## src/rtl/data_mem_arbiter_pkg.sv

```systemverilog
// Purpose: shared FSM encoding, default widths and helpers for the data memory arbiter.
// Latency: n/a (declarations only).
// Backpressure: n/a (declarations only).
package data_mem_arbiter_pkg;

  localparam int DEF_REG_WIDTH           = 12;
  localparam int DEF_CORE_COUNT          = 4;
  localparam int DEF_DATA_MEM_ADDR_WIDTH = 12;

  typedef enum logic [1:0] {
    IDLE   = 2'd0,
    ACCESS = 2'd1,
    RESP   = 2'd2
  } arbState_t;

  // Width of a core index; a single core still needs one bit.
  function automatic int idxWidth(input int n);
    return (n > 1) ? $clog2(n) : 1;
  endfunction

endpackage

```

## src/rtl/data_mem_arbiter_if.sv

```systemverilog
// Purpose: bundles the per-core request/response lanes and the shared memory port.
// Latency: n/a (wiring only).
// Backpressure: requesters hold their lane stable until coreAck pulses.
interface data_mem_arbiter_if
  import data_mem_arbiter_pkg::*;
#(
  parameter int REG_WIDTH           = DEF_REG_WIDTH,
  parameter int CORE_COUNT          = DEF_CORE_COUNT,
  parameter int DATA_MEM_ADDR_WIDTH = DEF_DATA_MEM_ADDR_WIDTH
);
  logic [CORE_COUNT-1:0]                     coreReq;
  logic [CORE_COUNT-1:0]                     coreWrEn;
  logic [DATA_MEM_ADDR_WIDTH*CORE_COUNT-1:0] coreAddr;
  logic [REG_WIDTH*CORE_COUNT-1:0]           coreWrData;
  logic [CORE_COUNT-1:0]                     coreAck;
  logic [REG_WIDTH*CORE_COUNT-1:0]           coreRdData;
  logic [CORE_COUNT-1:0]                     grant;
  logic [DATA_MEM_ADDR_WIDTH-1:0]            memAddr;
  logic                                      memWrEn;
  logic [REG_WIDTH-1:0]                      memDataIn;
  logic [REG_WIDTH-1:0]                      memDataOut;
  logic                                      busy;

  // Cores plus the memory: drive requests and read data, observe the arbiter.
  modport master (
    output coreReq, coreWrEn, coreAddr, coreWrData, memDataOut,
    input  coreAck, coreRdData, grant, memAddr, memWrEn, memDataIn, busy
  );

  // The arbiter itself.
  modport slave (
    input  coreReq, coreWrEn, coreAddr, coreWrData, memDataOut,
    output coreAck, coreRdData, grant, memAddr, memWrEn, memDataIn, busy
  );
endinterface

```

## src/rtl/data_mem_arbiter_rr_picker.sv

```systemverilog
// Purpose: round-robin picker, first set request at or above ptr with wrap-around.
// Latency: combinational.
// Backpressure: none; valid is low when no request is set.
module rr_picker
  import data_mem_arbiter_pkg::*;
#(
  parameter int N     = DEF_CORE_COUNT,
  parameter int IDX_W = idxWidth(N)
) (
  input  logic [N-1:0]     req,
  input  logic [IDX_W-1:0] ptr,
  output logic             valid,
  output logic [IDX_W-1:0] index
);

  logic [IDX_W:0] cand;

  // Scan offsets from farthest to nearest so the nearest set bit is written last and wins.
  always_comb begin
    valid = 1'b0;
    index = '0;
    cand  = '0;
    for (int off = N - 1; off >= 0; off--) begin
      cand = {1'b0, ptr} + (IDX_W + 1)'(off);
      if (cand >= (IDX_W + 1)'(N)) cand = cand - (IDX_W + 1)'(N);
      if (req[cand[IDX_W-1:0]]) begin
        valid = 1'b1;
        index = cand[IDX_W-1:0];
      end
    end
  end

endmodule

```

## src/rtl/data_mem_arbiter.sv

```systemverilog
// Purpose: round-robin arbiter sharing one synchronous data memory among CORE_COUNT cores.
// Latency: 3 cycles per access (IDLE->ACCESS->RESP), ack in RESP, read data registered at end of RESP.
// Backpressure: a core holds req/addr/data until its one-cycle coreAck; ungranted cores wait.
module data_mem_arbiter
  import data_mem_arbiter_pkg::*;
#(
  parameter int REG_WIDTH           = DEF_REG_WIDTH,
  parameter int CORE_COUNT          = DEF_CORE_COUNT,
  parameter int DATA_MEM_ADDR_WIDTH = DEF_DATA_MEM_ADDR_WIDTH
) (
  input logic               clk,
  input logic               rstN,
  data_mem_arbiter_if.slave bus
);

  localparam int IDX_W = idxWidth(CORE_COUNT);

  arbState_t                      state, stateNext;
  logic [IDX_W-1:0]               ptr;
  logic [IDX_W-1:0]               winnerIdx;
  logic                           latWrEn;
  logic [DATA_MEM_ADDR_WIDTH-1:0] latAddr;
  logic [REG_WIDTH-1:0]           latWrData;
  logic                           pickValid;
  logic [IDX_W-1:0]               pickIdx;

  logic [CORE_COUNT-1:0]           grantC;
  logic [CORE_COUNT-1:0]           ackC;
  logic [DATA_MEM_ADDR_WIDTH-1:0]  memAddrC;
  logic                            memWrEnC;
  logic [REG_WIDTH-1:0]            memDataInC;
  logic [REG_WIDTH*CORE_COUNT-1:0] rdDataQ;

  rr_picker #(.N(CORE_COUNT), .IDX_W(IDX_W)) uPicker (
    .req   (bus.coreReq),
    .ptr   (ptr),
    .valid (pickValid),
    .index (pickIdx)
  );

  // State register; reset aborts any access in flight.
  always_ff @(posedge clk) begin
    if (!rstN) state <= IDLE;
    else       state <= stateNext;
  end

  // Next state and memory/grant/ack outputs; everything is quiet in IDLE.
  always_comb begin
    stateNext  = state;
    grantC     = '0;
    ackC       = '0;
    memAddrC   = '0;
    memWrEnC   = 1'b0;
    memDataInC = '0;
    case (state)
      IDLE: begin
        if (pickValid) stateNext = ACCESS;
      end
      ACCESS: begin
        grantC[winnerIdx] = 1'b1;
        memAddrC          = latAddr;
        memWrEnC          = latWrEn;
        memDataInC        = latWrData;
        stateNext         = RESP;
      end
      RESP: begin
        grantC[winnerIdx] = 1'b1;
        ackC[winnerIdx]   = 1'b1;
        stateNext         = IDLE;
      end
      default: stateNext = IDLE;
    endcase
  end

  // Capture the winner's request at grant time and advance the round-robin pointer after it.
  always_ff @(posedge clk) begin
    if (!rstN) begin
      ptr       <= '0;
      winnerIdx <= '0;
      latWrEn   <= 1'b0;
      latAddr   <= '0;
      latWrData <= '0;
    end else begin
      if (state == IDLE && pickValid) begin
        winnerIdx <= pickIdx;
        latWrEn   <= bus.coreWrEn[pickIdx];
        latAddr   <= bus.coreAddr[int'(pickIdx)*DATA_MEM_ADDR_WIDTH +: DATA_MEM_ADDR_WIDTH];
        latWrData <= bus.coreWrData[int'(pickIdx)*REG_WIDTH +: REG_WIDTH];
      end
      if (state == RESP) begin
        ptr <= (winnerIdx == IDX_W'(CORE_COUNT - 1)) ? '0 : winnerIdx + 1'b1;
      end
    end
  end

  // Per-core read data register, loaded from the RAM output as a read leaves RESP.
  always_ff @(posedge clk) begin
    if (!rstN) begin
      rdDataQ <= '0;
    end else if (state == RESP && !latWrEn) begin
      rdDataQ[int'(winnerIdx)*REG_WIDTH +: REG_WIDTH] <= bus.memDataOut;
    end
  end

  assign bus.grant      = grantC;
  assign bus.coreAck    = ackC;
  assign bus.memAddr    = memAddrC;
  assign bus.memWrEn    = memWrEnC;
  assign bus.memDataIn  = memDataInC;
  assign bus.coreRdData = rdDataQ;
  assign bus.busy       = (state != IDLE);

endmodule
```

## src/flat_wrapper.sv

```systemverilog
// flat-port wrapper written by rule: the top's interface ports become plain ports
module data_mem_arbiter_flat import data_mem_arbiter_pkg::*;
#(
  parameter int REG_WIDTH           = DEF_REG_WIDTH,
  parameter int CORE_COUNT          = DEF_CORE_COUNT,
  parameter int DATA_MEM_ADDR_WIDTH = DEF_DATA_MEM_ADDR_WIDTH
)
  (clk, rstN, bus_coreReq, bus_coreWrEn, bus_coreAddr, bus_coreWrData, bus_memDataOut, bus_coreAck, bus_coreRdData, bus_grant, bus_memAddr, bus_memWrEn, bus_memDataIn, bus_busy);
  data_mem_arbiter_if #(.REG_WIDTH(REG_WIDTH), .CORE_COUNT(CORE_COUNT), .DATA_MEM_ADDR_WIDTH(DATA_MEM_ADDR_WIDTH)) bus_i ();
  input logic clk;
  input logic rstN;
  input wire logic [$bits(bus_i.coreReq)-1:0] bus_coreReq;
  input wire logic [$bits(bus_i.coreWrEn)-1:0] bus_coreWrEn;
  input wire logic [$bits(bus_i.coreAddr)-1:0] bus_coreAddr;
  input wire logic [$bits(bus_i.coreWrData)-1:0] bus_coreWrData;
  input wire logic [$bits(bus_i.memDataOut)-1:0] bus_memDataOut;
  output wire logic [$bits(bus_i.coreAck)-1:0] bus_coreAck;
  output wire logic [$bits(bus_i.coreRdData)-1:0] bus_coreRdData;
  output wire logic [$bits(bus_i.grant)-1:0] bus_grant;
  output wire logic [$bits(bus_i.memAddr)-1:0] bus_memAddr;
  output wire logic [$bits(bus_i.memWrEn)-1:0] bus_memWrEn;
  output wire logic [$bits(bus_i.memDataIn)-1:0] bus_memDataIn;
  output wire logic [$bits(bus_i.busy)-1:0] bus_busy;
  assign bus_i.coreReq = bus_coreReq;
  assign bus_i.coreWrEn = bus_coreWrEn;
  assign bus_i.coreAddr = bus_coreAddr;
  assign bus_i.coreWrData = bus_coreWrData;
  assign bus_i.memDataOut = bus_memDataOut;
  assign bus_coreAck = bus_i.coreAck;
  assign bus_coreRdData = bus_i.coreRdData;
  assign bus_grant = bus_i.grant;
  assign bus_memAddr = bus_i.memAddr;
  assign bus_memWrEn = bus_i.memWrEn;
  assign bus_memDataIn = bus_i.memDataIn;
  assign bus_busy = bus_i.busy;
  data_mem_arbiter #(.REG_WIDTH(REG_WIDTH), .CORE_COUNT(CORE_COUNT), .DATA_MEM_ADDR_WIDTH(DATA_MEM_ADDR_WIDTH)) u_core (.clk(clk), .rstN(rstN), .bus(bus_i));
endmodule
```

## config.mk

```make
export PLATFORM = sky130hd
export DESIGN_NAME = data_mem_arbiter_flat
export DESIGN_NICKNAME = d
export VERILOG_FILES = /design/src/rtl/data_mem_arbiter_pkg.sv /design/src/rtl/data_mem_arbiter_if.sv /design/src/rtl/data_mem_arbiter_rr_picker.sv /design/src/rtl/data_mem_arbiter.sv /design/src/flat_wrapper.sv
export SDC_FILE = /design/constraint.sdc
export NUM_CORES = 1
export LEC_CHECK = 0
export BUFFER_PORTS_ARGS = -buffer_cell sky130_fd_sc_hd__clkbuf_2
export CAP_MARGIN = 20
export CORE_ASPECT_RATIO = 0.9
export CORE_UTILIZATION = 36
export DETAILED_ROUTE_END_ITERATION = 16
export SLEW_MARGIN = 0
export SYNTH_ARGS = -nofsm -noshare
export SYNTH_HDL_FRONTEND = slang
export SYNTH_SLANG_ARGS = --single-unit
```

## constraint.sdc

```tcl
create_clock -name clk -period 4.1 [get_ports clk]
set_input_delay 0.205 -clock clk [delete_from_list [all_inputs] [get_ports clk]]
set_output_delay 0.205 -clock clk [all_outputs]
set_load 0.01 [all_outputs]
```

* Word level (Yosys, flattened, before mapping) *
Cells that the tools add are included.

word-level totals
  output and inout port bits = 82
  bits of input ports = 118
  flip-flop bits (word level) = 79
  logic and storage cells = 77

operators by class
  $lt $le $gt $ge = 11
  reduce and logical (&&, ||, !) cells = 7
  shift-type cells = 4
  add/sub/neg operators = 9
  equality and inequality tests = 4
  multipliers = 2
  muxes and demuxes = 33

operators by type and width
  operator                                                                             number
  48-bit by 32-bit variable part select with 12-bit output                             2
  48-bit bitwise mux                                                                   1
  12-bit by 33-bit variable shift with 48-bit output, first input constant             1
  12-bit by 33-bit variable part select with 48-bit output                             1
  32-bit negation with 33-bit output                                                   1
  12-bit 2-to-1 mux                                                                    2
  2-bit 2-to-1 mux                                                                     10
  2-bit by 3-bit < comparator with 1-bit output, second input constant                 6
  1-bit 2-to-1 mux                                                                     11
  1-bit binary-select mux with 2-bit select                                            5
  3-bit greater-or-equal comparator, second input constant                             3
  2-bit by 2-bit multiplier with 4-bit output, second input constant                   2
  4-bit 2-to-1 mux                                                                     2
  2-bit by 1-bit subtractor with 2-bit output, second input constant                   4
  2-bit by 2-bit adder with 3-bit output, second input constant                        2
  2-bit equality test, second input constant                                           2
  2-bit one-hot mux with 2 select lines                                                1
  2-bit by 1-bit adder with 3-bit output, second input constant                        1
  2-bit by 3-bit greater-or-equal comparator with 1-bit output, second input constant  1
  1-bit logical AND                                                                    3
  2-bit by 1-bit adder with 2-bit output, second input constant                        1
  1-bit demux with 2-bit select                                                        1
  2-bit by 1-bit equality test with 1-bit output, second input constant                1
  2-bit by 1-bit greater-or-equal comparator with 1-bit output, second input constant  1
  other kinds (5)                                                                      5

* Longest topological paths before layout *
Gate-level depths: netlist of the first run.

  depth after elaboration = 11
  gate-level depth with buffers = 9
  mapped depth without buffers = 7

* Modules after synthesis *
From an unflattened synthesis of the first run, not the netlist that was laid out.

second synthesis, totals
  cells, all modules = 401
  area total of the unflattened synthesis = 4164.0 sq um

modules (own cells, without submodules)
  module            area an instance (sq um)  times used  seq. area each (sq um)  cells an instance
  data_mem_arbiter  4086.4                    1           1581.5                  388
  rr_picker         77.6                      1           0.0                     13

* Worst setup path after synthesis of the first run *
No wires, ideal clock.

  kind = reg-to-reg
  from = register u_core.winnerIdx[0]
  to = register u_core.rdDataQ[19] (netlist: u_core.bus.coreRdData[19])
  buffers on the path = 1
  cell stages (with the launch flop) = 9
  library setup time = 0.128 ns
  period minus slack after synthesis = 1.930 ns
  arrival time = 1.802 ns
  setup slack = 2.170 ns
  cell sequence = dfxtp_1 -> inv_1 -> ha_1 -> buf_2 -> mux2_2 -> nand2_1 -> a21oi_1 -> a22oi_1 -> nor2_1

between the ends
  longest elaborated chain between the ends = 4
  elaborated cells between the ends (all ways) = 5
  classes of those cells = 1 x add/sub; 1 x mul; 2 x shift; 1 x mux

RTL lines
  item                                                                                                                                   line                     source
  start: declaration                                                                                                                     data_mem_arbiter.sv:20   logic [IDX_W-1:0] winnerIdx;
  start signal: assignment                                                                                                               data_mem_arbiter.sv:85   winnerIdx <= pickIdx;
  2-bit by 2-bit multiplier with 4-bit output *                                                                                          data_mem_arbiter.sv:101  rdDataQ[int'(winnerIdx)*REG_WIDTH +: REG_WIDTH] <= bus.memDataOut;
  32-bit negation with 33-bit output *                                                                                                   data_mem_arbiter.sv:101
  12-bit by 33-bit variable part select with 48-bit output / 12-bit by 33-bit variable shift with 48-bit output (equally long branches)  data_mem_arbiter.sv:101
  48-bit bitwise mux *                                                                                                                   data_mem_arbiter.sv:101
  end signal: indexed assignment                                                                                                         data_mem_arbiter.sv:101
  end: declaration                                                                                                                       data_mem_arbiter.sv:32   logic [REG_WIDTH*CORE_COUNT-1:0] rdDataQ;

Mark *: on every way between the ends. The rest lies on a longest branch, timed or not.
A chain may end at the register's enable or synchronous reset.

* Worst setup path in the final report of the first run *
  from = register u_core.winnerIdx[0]
  to = register u_core.rdDataQ[45] (netlist: u_core.bus.coreRdData[45])

Same word-level chain as after synthesis.

==> results of run 1 <==
-- worst reg2reg max path: cells and delay by family, from the launching register on --
family                   cells  cell delay [ps]
AO/OA/AOI/OAI                2              720
adder cells (fa/ha/maj)      1              790
buffers and inverters        2              470
flip-flops                   1              320
multiplexers                 1              160
AND/OR/NAND/NOR              1              110
-- power by group through the flow --
stage	Clock (mW)	Sequential [mW]	Combinational, mW
floorplan	0	0.847	0.305
CTS	0.799	0.833	0.422
global route	0.831	0.837	0.461
global placement	0	0.848	0.413
detailed placement	0	0.849	0.421
finish	0.780	0.833	0.417
-- state kept, by name, indices dropped and copies added, names as in the netlist --
| name | cells |
|---|---|
| u_core.latWrEn | 1 |
| u_core.latAddr | 12 |
| u_core.bus.coreRdData | 48 |
| u_core.state | 2 |
| u_core.latWrData | 12 |
| u_core.winnerIdx | 2 |
| u_core.ptr | 2 |
-- path summary, 6_finish.rpt --
| kind | slack, ps | to | depth (start not counted) | start |
|---|---|---|---|---|
| worst min-delay path | 170 | u_core.latWrData[11] | 3 | bus_coreWrData[47] |
| worst max-delay path | 1460 | u_core.bus.coreRdData[45] | 7 | u_core.winnerIdx[0] |
| worst max register to register | 1460 | u_core.bus.coreRdData[45] | 7 | u_core.winnerIdx[0] |
| worst min register to register | 450 | u_core.bus.coreRdData[24] | 2 | u_core.bus.coreRdData[24] |
-- cell families (layout without fill, tap and decap cells) --
kind of cell / Yosys count / in the layout
AND/OR/NAND/NOR: 175 / 175
AO/OA/AOI/OAI: 96 / 96
flip-flops: 79 / 79
multiplexers: 63 / 63
buffers and inverters: 42 / 226
adder cells (fa/ha/maj): 13 / 13
-- cell type report --
cell class | count | area [um^2] | share of cell area (%)
multi-input combinational | 347 | 2489 | 44.37
sequential | 79 | 1582 | 28.20
timing repair buffer | 203 | 1026 | 18.29
clock buffer | 11 | 232.7 | 4.149
tap | 156 | 195.2 | 3.480
clock inverter | 5 | 58.81 | 1.048
inverter | 7 | 26.28 | 0.4684
-- routing by layer --
layer  up-vias  wire length [um]  track usage, %
li1       2050                 -               -
met1      1871              5403           24.51
met2       142              6152           33.99
met3        17               813           4.681
met4         0               177           6.593
met5         -                 0               0
-- placed cells by master, fill, tap and decap left out --
cell / netlist / final
nand3_1: 33 / 33
a221oi_1: 4 / 4
inv_2: 1 / 1
inv_1: 6 / 6
o221ai_1: 4 / 4
clkbuf_1: 14 / 2
clkbuf_2: 1 / 199
a32oi_1: 6 / 6
clkinv_4: 0 / 1
nor2_2: 2 / 2
clkinvlp_4: 0 / 2
clkbuf_16: 0 / 9
nand2b_1: 3 / 3
nor4_4: 1 / 1
nand2_1: 41 / 41
o21a_1: 1 / 1
mux2i_1: 58 / 58
nand3b_1: 1 / 1
mux2_2: 5 / 5
nor2_1: 45 / 45
and2_1: 37 / 37
clkinv_2: 0 / 1
a21oi_1: 31 / 31
bufinv_16: 0 / 1
nand2_2: 1 / 1
ha_1: 13 / 13
dfxtp_1: 79 / 79
and4_1: 1 / 1
nor3_1: 6 / 6
a211oi_1: 4 / 4
and4b_1: 1 / 1
o22ai_2: 1 / 1
buf_4: 1 / 4
a22oi_1: 24 / 24
nor2b_1: 1 / 1
and2b_2: 1 / 1
o221ai_2: 21 / 21
nor3_4: 0 / 1
-- metrics by stage --
stage / hold WS [ps] / power (mW)
3_3_place_gp: 439.3 / 1.261
2_1_floorplan: 341.0 / 1.152
3_5_place_dp: 447.1 / 1.270
4_1_cts: 172.3 / 2.054
5_1_grt: 183.7 / 2.129
6_report: 172.9 / 2.030
==> results.py, run 1 <==
metrics = {
    "status": {
        "status": "completed",
    },
    "placement": {
        "postPlaceCellArea_um2": 5318,
        "gp_congestion": 0.8354,
        "dp_cells": 792,
        "pre_cts_ws_ps": 1503,
        "hpwlAfterDp_um": 9575,
        "port_buffers": 199,
    },
    "logic_synthesis": {
        "syn_inst": 468,
        "synthTopCellsByArea": "dfxtp_1 36%, mux2i_1 13%, o221ai_2 7.2%",
        "seq_area_frac_synth_pct": 36.15,
        "synth_seq_cells": 79,
        "synth_ff_type": "dfxtp_1",
        "syn_nets": 599,
        "async_reset_ff_share_pct": 0,
        "synth_mux_area_share_pct": 14.56,
        "yosys.area_share.simple_pct": 19.65,
        "synth_cell_type_count": 38,
        "synth.largest_area_cell": "dfxtp_1",
        "yosys_warnings": 0,
        "synth_compound_area_share_pct": 18.82,
        "synth_top_family_by_area": "simple AND/OR/NAND/NOR gates",
        "syn_area_um2": 4375,
        "synth-edff-count": 0,
        "synth-xor-area-share_pct": 0,
        "synth_top_area_share_pct": 36.15,
        "yosysMostFrequentCell": "dfxtp_1",
        "ys_top_cells_by_count": "79 x dfxtp_1, 58 x mux2i_1, 45 x nor2_1, 41 x nand2_1, 37 x and2_1",
        "yosys.area_share.adder_pct": 3.717,
        "avgSynthCellArea_um2": 9.349,
    },
    "power": {
        "pwr-share-comb_pct": 20.6,
        "switchingPower_uw": 568.1,
        "seqPwrFrac_pct": 41.0,
        "clkPwrFrac_pct": 38.4,
        "power_leakage_nw": 2.483,
        "internal_power_mw": 1.462,
        "ir_drop_v": 0.0002450,
        "power_density_nw_per_um2": 361.9,
        "p_sw_share_pct": 27.99,
    },
    "setup_path": {
        "max_stage_delay_ps": 780,
        "critPathBufInv": 2,
        "end_kind": "flip-flop",
        "crit_path_cell_trace": "buf_4 > inv_1 > ha_1 > mux2i_1 > a211oi_1 > a22oi_1 > nor2_1",
        "arrival_ps": 2900,
        "path_delay_family": "adder cells",
        "crit_path_max_fanout": 26,
        "required_ps": 4360,
        "path_class": "flip-flop to flip-flop",
        "worst_setup_path_start_kind": "flip-flop",
        "slowest_stage": "ha_1",
    },
    "layout": {
        "design_area_um2": 5609,
        "fin_util_pct": 48.27,
        "syn2layout_area_growth_pct": 28.20,
        "final-instance-count-excl-fill": 808,
        "fillers": 1155,
        "final_layout_size_suffix_gt1_share_pct": 38.50,
        "fin_nets": 778,
        "diodes": 0,
    },
    "routing": {
        "viasPerCell": 5.050,
        "ant_nets": 0,
        "vias": 4080,
        "first_pass_iters": 5,
        "wl_um": 12550,
        "route.detailed.drc": 0,
        "wire_per_inst_um": 15.53,
        "drtIter0Drc": 201,
    },
    "timing": {
        "maxSlewHeadroom_pct": 37.94,
        "fin_skew_ps": 2.624,
        "worst_slack_ps": 1458,
        "slew_viol_final": 0,
        "period_needed_ps": 2642,
        "totalNegativeSetupSlack_ps": 0,
        "fin_crit_sh_pct": 64.45,
        "max_freq_mhz": 378.5,
        "finalSetupViolations": 0,
        "rsz0062_at_grt": "false",
        "tightest_slew_ps": 929.6,
        "finalHoldViolCount": 0,
    },
    "clocking": {
        "hold_buffers": 0,
        "cts_buffers": 9,
        "clock_latency_ps": 330,
        "clk_pin_slew_worst_paths_ps": 60,
        "cts_setup_buffers": 0,
        "root_buffer": "clkbuf_16",
        "clock-sinks": 79,
        "cts_resized": 0,
        "cts_tree": "done",
        "cts_buffer_depth": 2,
        "cts_htree_levels": 3,
    },
    "die": {
        "rows": 37,
        "ioPinCount": 200,
        "core_um2": 11620,
        "die_w_um": 118.2,
        "dieArea_um2": 12600,
        "initial_core_util_pct": 37.65,
        "die_h_um": 106.6,
    },
    "worst_hold_path": {
        "hp-class": "input port to flip-flop",
    },
    "flow_run": {
        "max-cap-violations": 0,
    },
    "global_route": {
        "grt_pass1_wl_um": 19980,
        "grt_max_degree": 56,
        "grt-ovfl-total": 0,
        "grt_pass1_vias": 3932,
        "antenna_found_initial": 0,
        "grt_usage_pct": 19.85,
    },
}
(Power assumes the default switching activity.)
==> inputs of run 2 (changes only) <==
PLACE_DENSITY = 0.67   (was default)
clock period = 2.1 ns   (was 4.1 ns; I/O delays follow)
==> results.py, run 2 (synthesis gave the netlist of run 1 again) <==
metrics = {
    "clocking": {
        "clock-sinks": 79,
        "hold_buffers": 0,
        "cts_setup_buffers": 0,
        "cts_htree_levels": 3,
        "cts_tree": "done",
        "cts_buffer_depth": 2,
        "cts_buffers": 9,
        "clk_pin_slew_worst_paths_ps": 60,
        "clock_latency_ps": 340,
        "root_buffer": "clkbuf_16",
    },
    "setup_path": {
        "slowest_stage": "nor2_2",
        "r2r_slack_ps": 140,
        "required_ps": 2370,
        "end_kind": "flip-flop",
        "crit_path_max_fanout": 10,
        "path_class": "flip-flop to flip-flop",
        "path_delay_family": "simple AND/OR/NAND/NOR gates",
        "arrival_ps": 2230,
        "max_stage_delay_ps": 430,
        "worst_setup_path_start_kind": "flip-flop",
        "crit_path_cell_trace": "inv_1 > ha_1 > and2b_2 > nand2_1 > nor2_2 > a32oi_1 > nor2_1",
        "timing.rr.start": "u_core.state[0]",
        "rr_worst_depth": 7,
        "cp_num_cells": 7,
        "critPathBufInv": 1,
        "regToRegEndpoint": "u_core.bus.coreRdData[20]",
    },
    "die": {
        "rows": 37,
        "core_um2": 11620,
        "initial_core_util_pct": 37.65,
        "dieArea_um2": 12600,
        "die_h_um": 106.6,
        "die_w_um": 118.2,
        "ioPinCount": 200,
    },
    "flow_run": {
        "max-cap-violations": 0,
    },
    "global_route": {
        "grt_max_degree": 52,
        "grt_pass1_wl_um": 20780,
        "grt_pass1_vias": 4084,
        "grt-ovfl-total": 0,
        "antenna_found_initial": 0,
        "grt_usage_pct": 21.12,
    },
    "worst_hold_path": {
        "whs_path_depth": 3,
        "hp-class": "input port to flip-flop",
        "hold_start": "bus_memDataOut[2]",
        "holdPathEnd": "u_core.bus.coreRdData[38]",
    },
    "placement": {
        "gp_congestion": 0.9069,
        "port_buffers": 199,
        "hpwlAfterDp_um": 10290,
    },
    "layout": {
        "final_common_cell": "clkbuf_2",
        "syn2layout_area_growth_pct": 32.46,
        "largest_reg_flops": 48,
        "regArea_um2": 1582,
        "diodes": 0,
        "multi_input_area_um2": 2496,
        "fin_util_pct": 49.88,
        "final_layout_size_suffix_gt1_share_pct": 40.60,
        "fillers": 1069,
        "final_cell_mix": "199 x clkbuf_2, 79 x dfxtp_1, 57 x mux2i_1",
        "fin_nets": 796,
    },
    "timing": {
        "max_freq_mhz": 510.2,
        "fin_skew_ps": 6.442,
        "period_needed_ps": 1960,
        "maxSlewHeadroom_pct": 69.05,
        "rsz0062_at_grt": "false",
        "holdWs_ps": 72.38,
        "finalHoldViolCount": 0,
        "slew_viol_final": 0,
        "fin_crit_sh_pct": 93.34,
        "tightest_slew_ps": 461.5,
        "finalSetupViolations": 0,
        "totalNegativeSetupSlack_ps": 0,
    },
    "routing": {
        "first_pass_iters": 5,
        "wl_um": 13540,
        "viasPerCell": 5.224,
        "wire_per_inst_um": 16.40,
        "ant_nets": 0,
        "route.detailed.drc": 0,
        "vias": 4315,
        "drtIter0Drc": 241,
    },
    "status": {
        "status": "completed",
    },
    "power": {
        "power_density_nw_per_um2": 685.0,
        "power_leakage_nw": 2.590,
        "ir_drop_v": 0.0005076,
    },
}
run 2: where the power goes:
part | internal (mW) | leakage, nW | switching [mW] | total, mW
Combinational | 0.398 | 1.81 | 0.494 | 0.892
Sequential | 1.58 | 0.643 | 0.0467 | 1.63
Clock | 0.837 | 0.133 | 0.610 | 1.45
run 2: worst max-delay path by stage:
| stage | startpoint | endpoint |
|---|---|---|
| 2_1_floorplan | u_core.winnerIdx[0] | u_core.bus.coreRdData[19] |
| 3_3_place_gp | u_core.ptr[1] | u_core.latAddr[1] |
| 3_5_place_dp | u_core.winnerIdx[0] | u_core.bus.coreRdData[38] |
| 4_1_cts | u_core.winnerIdx[0] | u_core.bus.coreRdData[39] |
| 5_1_grt | u_core.state[0] | u_core.bus.coreRdData[19] |
| 6_report | u_core.state[0] | u_core.bus.coreRdData[20] |
run 2: cell type report:
cell class / instances / area share (%)
clock inverter: 4 / 0.5181
inverter: 7 / 0.4534
tap: 156 / 3.368
clock buffer: 12 / 4.253
sequential: 79 / 27.29
multi-input combinational: 347 / 43.07
timing repair buffer: 221 / 21.05
run 2: stage by stage:
stage                     area, um^2  instances  setup slack, ps  power [mW]
after detailed placement        5495        809            107.4       2.544
after floorplan                 4375        468            170.1       2.250
after global placement          5495        809            157.9       2.523
final                           5796        826            139.9       3.970
after CTS                       5772        825            106.4       4.010
after global routing            5796        826            24.77       4.174
run 2: timing repair:
action,in CTS,in global routing
endpoints found under the setup margin,0,7
gates resized for setup,0,4
hold endpoints to repair,0,0
run 2: worst min-delay path, delay by kind of cell:
| family | cells | cell delay, ps |
|---|---|---|
| buffers and inverters | 1 | 130 |
| AO/OA/AOI/OAI | 1 | 50 |
| AND/OR/NAND/NOR | 1 | 70 |
run 2: layer usage:
layer / track usage [%] / vias to the layer above / routed length [um]
li1: - / 2082 / -
met1: 24.08 / 1988 / 5411
met2: 36.97 / 221 / 6743
met3: 6.649 / 24 / 1108
met4: 7.875 / 0 / 280
met5: 0 / - / 0
